===== src/rtl/fft_peak_classifier.sv =====
// fft_peak_classifier: single-pass scan of the FFT magnitude RAM that keeps the
// NUM_PEAKS largest non-carrier bins in a sorted list, reads the carrier bin and
// classifies the spectrum as none / AM / FM / unmodulated carrier.
// Ports:
//   clk, rst          clock, asynchronous active-high reset
//   start             level; a rising edge in IDLE launches a scan
//   clear             one-cycle pulse; aborts a run or leaves DONE
//   rd_data           RAM read data, valid RD_LAT cycles after rd_addr
//   rd_addr           RAM read address
//   mode_type         000 none, 001 AM, 010 FM, 100 unmodulated
//   carrier_mag       magnitude read at CARRIER_ADDR
//   spacing           |bin of strongest peak - CARRIER_ADDR|
//   busy              high in SCAN, DRAIN, CAR, JUDGE
//   valid             high in DONE; results stable while high
module fft_peak_classifier #(
    parameter int unsigned DATA_W       = 16,
    parameter int unsigned ADDR_W       = 8,
    parameter int unsigned NUM_PEAKS    = 4,
    parameter int unsigned CARRIER_ADDR = 100,
    parameter int unsigned SCAN_END     = 201,
    parameter int unsigned NOISE_TH     = 100,
    parameter int unsigned RATIO_SHIFT  = 3,
    parameter int unsigned RD_LAT       = 1
) (
    input  logic              clk,
    input  logic              rst,
    input  logic              start,
    input  logic              clear,
    input  logic [DATA_W-1:0] rd_data,
    output logic [ADDR_W-1:0] rd_addr,
    output logic [2:0]        mode_type,
    output logic [DATA_W-1:0] carrier_mag,
    output logic [ADDR_W-1:0] spacing,
    output logic              busy,
    output logic              valid
);

    localparam int unsigned SH_W   = DATA_W + RATIO_SHIFT;
    localparam int unsigned SUM_W  = ADDR_W + 1;
    localparam int unsigned DCNT_W = 2;
    localparam logic [ADDR_W-1:0] CAR_A = ADDR_W'(CARRIER_ADDR);
    localparam logic [ADDR_W-1:0] END_A = ADDR_W'(SCAN_END);
    localparam logic [DATA_W-1:0] TH    = DATA_W'(NOISE_TH);

    typedef enum logic [2:0] {
        S_IDLE, S_SCAN, S_DRAIN, S_CAR, S_JUDGE, S_DONE
    } state_t;

    state_t state, state_nx;

    logic              start_d;
    logic              start_edge;
    logic [DCNT_W-1:0] drain_cnt, drain_nx;
    logic [ADDR_W-1:0] rd_addr_nx, spacing_nx;
    logic [2:0]        mode_nx;
    logic [DATA_W-1:0] car_nx;
    logic              busy_nx, valid_nx, clr_list;

    logic [DATA_W-1:0] pk_mag    [NUM_PEAKS];
    logic [ADDR_W-1:0] pk_bin    [NUM_PEAKS];
    logic [DATA_W-1:0] pk_mag_nx [NUM_PEAKS];
    logic [ADDR_W-1:0] pk_bin_nx [NUM_PEAKS];
    logic [NUM_PEAKS-1:0] gt;

    logic [ADDR_W-1:0] tag_addr [RD_LAT];
    logic              tag_vld  [RD_LAT];
    logic              do_ins;
    logic [ADDR_W-1:0] samp_bin;

    logic [2:0]        judge_mode;
    logic [ADDR_W-1:0] judge_spacing;

    assign start_edge = start & ~start_d;

    // State register
    always_ff @(posedge clk or posedge rst) begin
        if (rst) state <= S_IDLE;
        else     state <= state_nx;
    end

    // Next-state and next-output logic
    always_comb begin
        state_nx   = state;
        rd_addr_nx = rd_addr;
        mode_nx    = mode_type;
        car_nx     = carrier_mag;
        spacing_nx = spacing;
        drain_nx   = drain_cnt;
        clr_list   = 1'b0;
        case (state)
            S_IDLE: begin
                rd_addr_nx = '0;
                if (start_edge && !clear) begin
                    state_nx = S_SCAN;
                    clr_list = 1'b1;
                end
            end
            S_SCAN: begin
                if (rd_addr == END_A) begin
                    rd_addr_nx = CAR_A;
                    drain_nx   = '0;
                    state_nx   = S_DRAIN;
                end else begin
                    rd_addr_nx = rd_addr + ADDR_W'(1);
                end
            end
            S_DRAIN: begin
                if (drain_cnt == DCNT_W'(RD_LAT - 1)) state_nx = S_CAR;
                else drain_nx = drain_cnt + DCNT_W'(1);
            end
            S_CAR: begin
                car_nx   = rd_data;
                state_nx = S_JUDGE;
            end
            S_JUDGE: begin
                mode_nx    = judge_mode;
                spacing_nx = judge_spacing;
                state_nx   = S_DONE;
            end
            S_DONE: ;
            default: state_nx = S_IDLE;
        endcase
        if (clear && state != S_IDLE) begin
            state_nx   = S_IDLE;
            rd_addr_nx = '0;
        end
        busy_nx  = (state_nx == S_SCAN) || (state_nx == S_DRAIN) ||
                   (state_nx == S_CAR)  || (state_nx == S_JUDGE);
        valid_nx = (state_nx == S_DONE);
    end

    // Classification from the sorted list and the latched carrier magnitude
    always_comb begin
        logic [SH_W-1:0]  sh0, sh1, car_w;
        logic [SUM_W-1:0] bin_avg;
        logic             fm_ok;
        sh0     = SH_W'(pk_mag[0]) << RATIO_SHIFT;
        sh1     = SH_W'(pk_mag[1]) << RATIO_SHIFT;
        car_w   = SH_W'(carrier_mag);
        bin_avg = (SUM_W'(pk_bin[0]) + SUM_W'(pk_bin[1])) >> 1;
        fm_ok   = 1'b1;
        for (int i = 2; i < NUM_PEAKS; i++) begin
            if (pk_mag[i] <= TH) fm_ok = 1'b0;
        end
        if (carrier_mag <= TH && pk_mag[0] <= TH)                     judge_mode = 3'b000;
        else if (fm_ok)                                               judge_mode = 3'b010;
        else if (sh0 >= car_w && sh1 >= car_w &&
                 bin_avg == SUM_W'(CARRIER_ADDR))                     judge_mode = 3'b001;
        else                                                          judge_mode = 3'b100;
        judge_spacing = (pk_bin[0] >= CAR_A) ? (pk_bin[0] - CAR_A) : (CAR_A - pk_bin[0]);
    end

    // Sorted insertion; gt[] is monotonic because the list is kept descending
    assign samp_bin = tag_addr[RD_LAT-1];
    assign do_ins   = tag_vld[RD_LAT-1] && (state == S_SCAN || state == S_DRAIN) &&
                      (samp_bin != CAR_A) && (rd_data != '0);

    always_comb begin
        for (int i = 0; i < NUM_PEAKS; i++) begin
            gt[i]        = rd_data > pk_mag[i];
            pk_mag_nx[i] = pk_mag[i];
            pk_bin_nx[i] = pk_bin[i];
        end
        if (clr_list) begin
            for (int i = 0; i < NUM_PEAKS; i++) begin
                pk_mag_nx[i] = '0;
                pk_bin_nx[i] = '0;
            end
        end else if (do_ins) begin
            if (gt[0]) begin
                pk_mag_nx[0] = rd_data;
                pk_bin_nx[0] = samp_bin;
            end
            for (int i = 1; i < NUM_PEAKS; i++) begin
                if (gt[i] && gt[i-1]) begin
                    pk_mag_nx[i] = pk_mag[i-1];
                    pk_bin_nx[i] = pk_bin[i-1];
                end else if (gt[i]) begin
                    pk_mag_nx[i] = rd_data;
                    pk_bin_nx[i] = samp_bin;
                end
            end
        end
    end

    // Datapath and output registers; tag pipeline is flushed while idle
    always_ff @(posedge clk or posedge rst) begin
        if (rst) begin
            start_d     <= 1'b0;
            rd_addr     <= '0;
            mode_type   <= '0;
            carrier_mag <= '0;
            spacing     <= '0;
            busy        <= 1'b0;
            valid       <= 1'b0;
            drain_cnt   <= '0;
            for (int i = 0; i < NUM_PEAKS; i++) begin
                pk_mag[i] <= '0;
                pk_bin[i] <= '0;
            end
            for (int i = 0; i < RD_LAT; i++) begin
                tag_addr[i] <= '0;
                tag_vld[i]  <= 1'b0;
            end
        end else begin
            start_d     <= start;
            rd_addr     <= rd_addr_nx;
            mode_type   <= mode_nx;
            carrier_mag <= car_nx;
            spacing     <= spacing_nx;
            busy        <= busy_nx;
            valid       <= valid_nx;
            drain_cnt   <= drain_nx;
            for (int i = 0; i < NUM_PEAKS; i++) begin
                pk_mag[i] <= pk_mag_nx[i];
                pk_bin[i] <= pk_bin_nx[i];
            end
            tag_addr[0] <= rd_addr;
            tag_vld[0]  <= (state == S_SCAN);
            for (int i = 1; i < RD_LAT; i++) begin
                tag_addr[i] <= tag_addr[i-1];
                tag_vld[i]  <= (state == S_IDLE) ? 1'b0 : tag_vld[i-1];
            end
        end
    end

endmodule

===== config.mk =====
export PLATFORM = sky130hd
export DESIGN_NAME = fft_peak_classifier
export DESIGN_NICKNAME = d
export VERILOG_FILES = /design/src/rtl/fft_peak_classifier.sv
export SDC_FILE = /design/constraint.sdc
export NUM_CORES = 1
export LEC_CHECK = 0
export CAP_MARGIN = 20
export CELL_PAD_IN_SITES_DETAIL_PLACEMENT = 0
export CELL_PAD_IN_SITES_GLOBAL_PLACEMENT = 1
export CORE_UTILIZATION = 47
export CTS_CLUSTER_DIAMETER = 200
export DETAILED_ROUTE_END_ITERATION = 10
export GPL_TIMING_DRIVEN = 0
export PLACE_DENSITY_LB_ADDON = 0.3
export SETUP_SLACK_MARGIN = 0.4
export SLEW_MARGIN = 30
export SYNTH_ARGS = -nofsm -noshare
export SYNTH_HDL_FRONTEND = slang
export SYNTH_SLANG_ARGS = --single-unit

===== constraint.sdc =====
create_clock -name clk -period 5.6 [get_ports clk]
set_input_delay 1.4 -clock clk [delete_from_list [all_inputs] [get_ports clk]]
set_output_delay 1.4 -clock clk [all_outputs]
set_load 0.02 [all_outputs]

==> flow_metrics.py <==
metrics = {
    "setup_path": {
        "worstPathCellList": "clkdlybuf4s50_1, ha_1, nand4_2, or3_1, o211a_1, nor3_4, clkbuf_1, o221ai_1",
        "worst_ep_arrival_time_ns": 4.58,
        "critical_path_buf_inv_count": 2,
        "crit_type": "in2reg",
        "critical_path_required_ns": 5.88,
        "worst-path-max-fanout": 10,
        "critPathMaxStageDelay_ns": 0.78,
        "timing.reg2reg.setup_slack_ns": 2.78,
        "critPathTopFamily": "buffers and inverters",
        "critical_path.slowest_cell": "clkdlybuf4s50_1",
        "endpoint_kind": "flip-flop",
        "critPathLaunchType": "primary input",
    },
    "global_route": {
        "remaining_global_route_overflow": 0,
        "grt_start_max_net_pins": 87,
        "grt_pass1_wl_microns": 37580,
        "grt_pass1_vias": 7349,
        "initial_antenna_violation_count": 0,
        "track_usage_pct": 24.65,
    },
    "logic_synthesis": {
        "synth_seq_cells": 132,
        "synth_area_leaders": "dfrtp_1 (37%), ha_1 (15%), mux2i_1 (9.9%), nand2_1 (6.9%), inv_1 (4.9%)",
        "synth-warning-count": 0,
        "yosysTopAreaCellShare_pct": 36.85,
        "syn-num-nets": 1126,
        "synth_enable_flop_cells": 0,
        "synth_area_sq_um": 8965,
        "postSynth.asyncResetShare_pct": 100.0,
        "synth_seq_area_share_pct": 36.85,
        "postSynthAreaPerCell_sq_um": 8.956,
        "synth_top_cell_by_area": "dfrtp_1",
        "postSynthCellCount": 1001,
        "synthDistinctLibCells": 59,
        "synth_top_flop_cell": "dfrtp_1",
    },
    "final_layout": {
        "layout.filler_cells": 1729,
        "fraction_of_layout_instances_using_a_drive_strength_above_1_pct": 5.596,
        "post_layout_utilization_of_the_core_pct": 55.71,
        "ant_cells": 0,
        "area_delta_synth_final_pct": 16.23,
        "instances_no_fill": 1324,
        "register_area_sq_um": 3303,
        "multi_input_area_sq_um": 5039,
        "layout_cell_area_excl_fill_sq_um": 10420,
        "num-nets-final": 1202,
    },
    "pwr": {
        "power.total_mw": 2.446,
        "power.density_nw_per_um2": 234.8,
        "power.leakage_nw": 4.898,
        "vdd_ir_drop_max_mv": 0.2131,
    },
    "sta": {
        "timing.final.max_slew_violations": 0,
        "max-slew-margin-rel_pct": 44.50,
        "post-route-period-util_pct": 76.79,
        "finClkSkew_ns": 0.007630,
        "hold_violations": 0,
        "grt_setup_unrepaired": "no",
        "setup_ws_ns": 1.300,
        "holdWs_ns": 0.4718,
        "achievable-frequency_mhz": 232.6,
        "layout_min_cycle_time_ns": 4.300,
        "final.setup.tns_ns": 0,
        "worst_tran_pin_value_ns": 0.8269,
        "setup_viol": 0,
    },
    "place": {
        "gp_routability_congestion": 0.8505,
        "io_buffer_count": 56,
        "placement.setup.worst_slack_ns": 0.9778,
        "dp.cells": 1292,
        "dp_hpwl_microns": 17430,
        "place_area_sq_um": 9853,
    },
    "status": {
        "status": "complete, no violations",
    },
    "clock_tree": {
        "number_of_buffers_inserted_during_clock_tree_synthesis": 17,
        "post_cts.repair.setup_buffers": 0,
        "insertion_delay_ns": 0.43,
        "tritoncts": "yes",
        "clk_root_buffer_cell": "clkbuf_16",
        "cts_hold_buf": 0,
        "deepest_level_of_the_cts_h_tree": 4,
        "post_cts_resized": 0,
        "clk_transition_reported_paths_ns": 0.06,
        "clockBufferDepth": 2,
        "clock-sinks": 132,
    },
    "route": {
        "wl_cell_microns": 17.06,
        "detail_route.first_pass.iterations": 5,
        "wirelength_microns": 22590,
        "drt_iter0_drc": 349,
        "vias": 7450,
        "drc_viols": 0,
        "drtAntennaViolNets": 0,
        "detail_route.vias_per_cell": 5.627,
    },
    "die": {
        "die_area_sq_um": 19630,
        "floorplan.initialDensity_pct": 47.93,
        "die_h_microns": 140.1,
        "die_w_microns": 140.1,
        "ios": 57,
        "rows": 50,
        "coreArea_sq_um": 18710,
    },
    "run": {
        "drv.max_cap_violation_count": 0,
    },
    "min_path": {
        "worst_hold_path_type": "reg2reg",
    },
}
[sequential cells by signal, indices dropped and copies added, names as in the netlist]
register and count:
rd_addr 8, spacing 8, pk_bin 16, state 3, start_d 1, drain_cnt 2, tag_vld 1, valid 1
pk_mag 64, samp_bin 8, busy 1, carrier_mag 16, mode_type 3
[path summary, 6_finish.rpt]
check,startpoint,endpoint,cells past startpoint
worst max-delay path,rd_data[14],pk_bin[19],8
worst min-delay path,rd_addr[1],samp_bin[1],0
worst max register to register,pk_mag[49],pk_bin[19],11
worst min register to register,rd_addr[1],samp_bin[1],0
max in group asynchronous,rst,mode_type[0],3
min in group asynchronous,rst,carrier_mag[2],2
[layer usage]
layer / vias to the layer above / global-route usage (%) / wire length, microns
met5: - / 0 / 0
met1: 3564 / 34.11 / 11180
met2: 139 / 38.58 / 10070
met4: 0 / 10.06 / 552
met3: 32 / 3.795 / 790
li1: 3715 / - / -
[layout make-up]
type | count | area share [%]
well taps | 234 | 2.810
plain buffers | 42 | 1.801
flip-flops and latches | 132 | 31.70
multi-input cells | 711 | 48.35
inverters | 116 | 4.251
repair buffers | 57 | 5.644
clock buffers | 19 | 4.251
clock inverters | 13 | 1.189
[logic make-up (layout without fill, tap and decap cells)]
| group | count (synthesis) | in the layout | share of synthesized area, % |
|---|---|---|---|
| adders and majority gates | 105 | 105 | 14.74 |
| muxes | 89 | 89 | 9.937 |
| and+or+nand+nor | 323 | 323 | 17.60 |
| buffers and inverters | 158 | 247 | 6.950 |
| DFF | 132 | 132 | 36.85 |
| AOI/OAI and AO/OA | 184 | 184 | 12.95 |
| xor gates and xnor gates | 10 | 10 | 0.9769 |
[cells in the final DEF (no fill, tap or decap), types with 3 or more instances in the layout]
cell	count
and3_1	5
a21oi_1	45
clkinvlp_4	3
mux2i_1	89
a21o_1	8
nand4_1	49
buf_2	15
buf_4	3
a311oi_1	3
o21a_1	4
clkdlybuf4s50_1	56
nand2b_1	9
nand3_1	16
clkinv_4	3
nor3_1	11
inv_6	4
inv_1	115
or4_1	3
a21boi_0	3
o31ai_1	5
nor2b_1	4
o211ai_1	4
nor2_1	23
or2_2	3
xor2_1	4
clkbuf_16	17
o221ai_1	24
nor4_1	15
o21ai_0	60
or3_1	3
dfrtp_1	132
nand4b_1	4
clkbuf_1	24
ha_1	104
a211oi_1	7
xnor2_1	6
nand2_1	164
a31oi_1	3
[cell usage after synthesis (4+ instances only)]
| cell type | number |
|---|---|
| a21o_1 | 8 |
| nor3_1 | 11 |
| o221ai_1 | 24 |
| clkbuf_1 | 23 |
| nand3_1 | 16 |
| nand4_1 | 49 |
| o31ai_1 | 5 |
| o21ai_0 | 60 |
| o21a_1 | 4 |
| nand4b_1 | 4 |
| dfrtp_1 | 132 |
| ha_1 | 104 |
| xnor2_1 | 6 |
| a21oi_1 | 45 |
| nor4_1 | 15 |
| a211oi_1 | 7 |
| nand2b_1 | 9 |
| o211ai_1 | 4 |
| buf_2 | 15 |
| and3_1 | 5 |
| mux2i_1 | 89 |
| xor2_1 | 4 |
| inv_1 | 116 |
| nand2_1 | 164 |
| nor2_1 | 23 |
| nor2b_1 | 4 |
[where the power goes]
group          switching (mW)  total, mW  internal (mW)
logic                   0.211      0.349          0.138
clock network           0.455       1.08          0.627
registers              0.0321       1.02          0.983
Power figures use the tool's default switching activity.
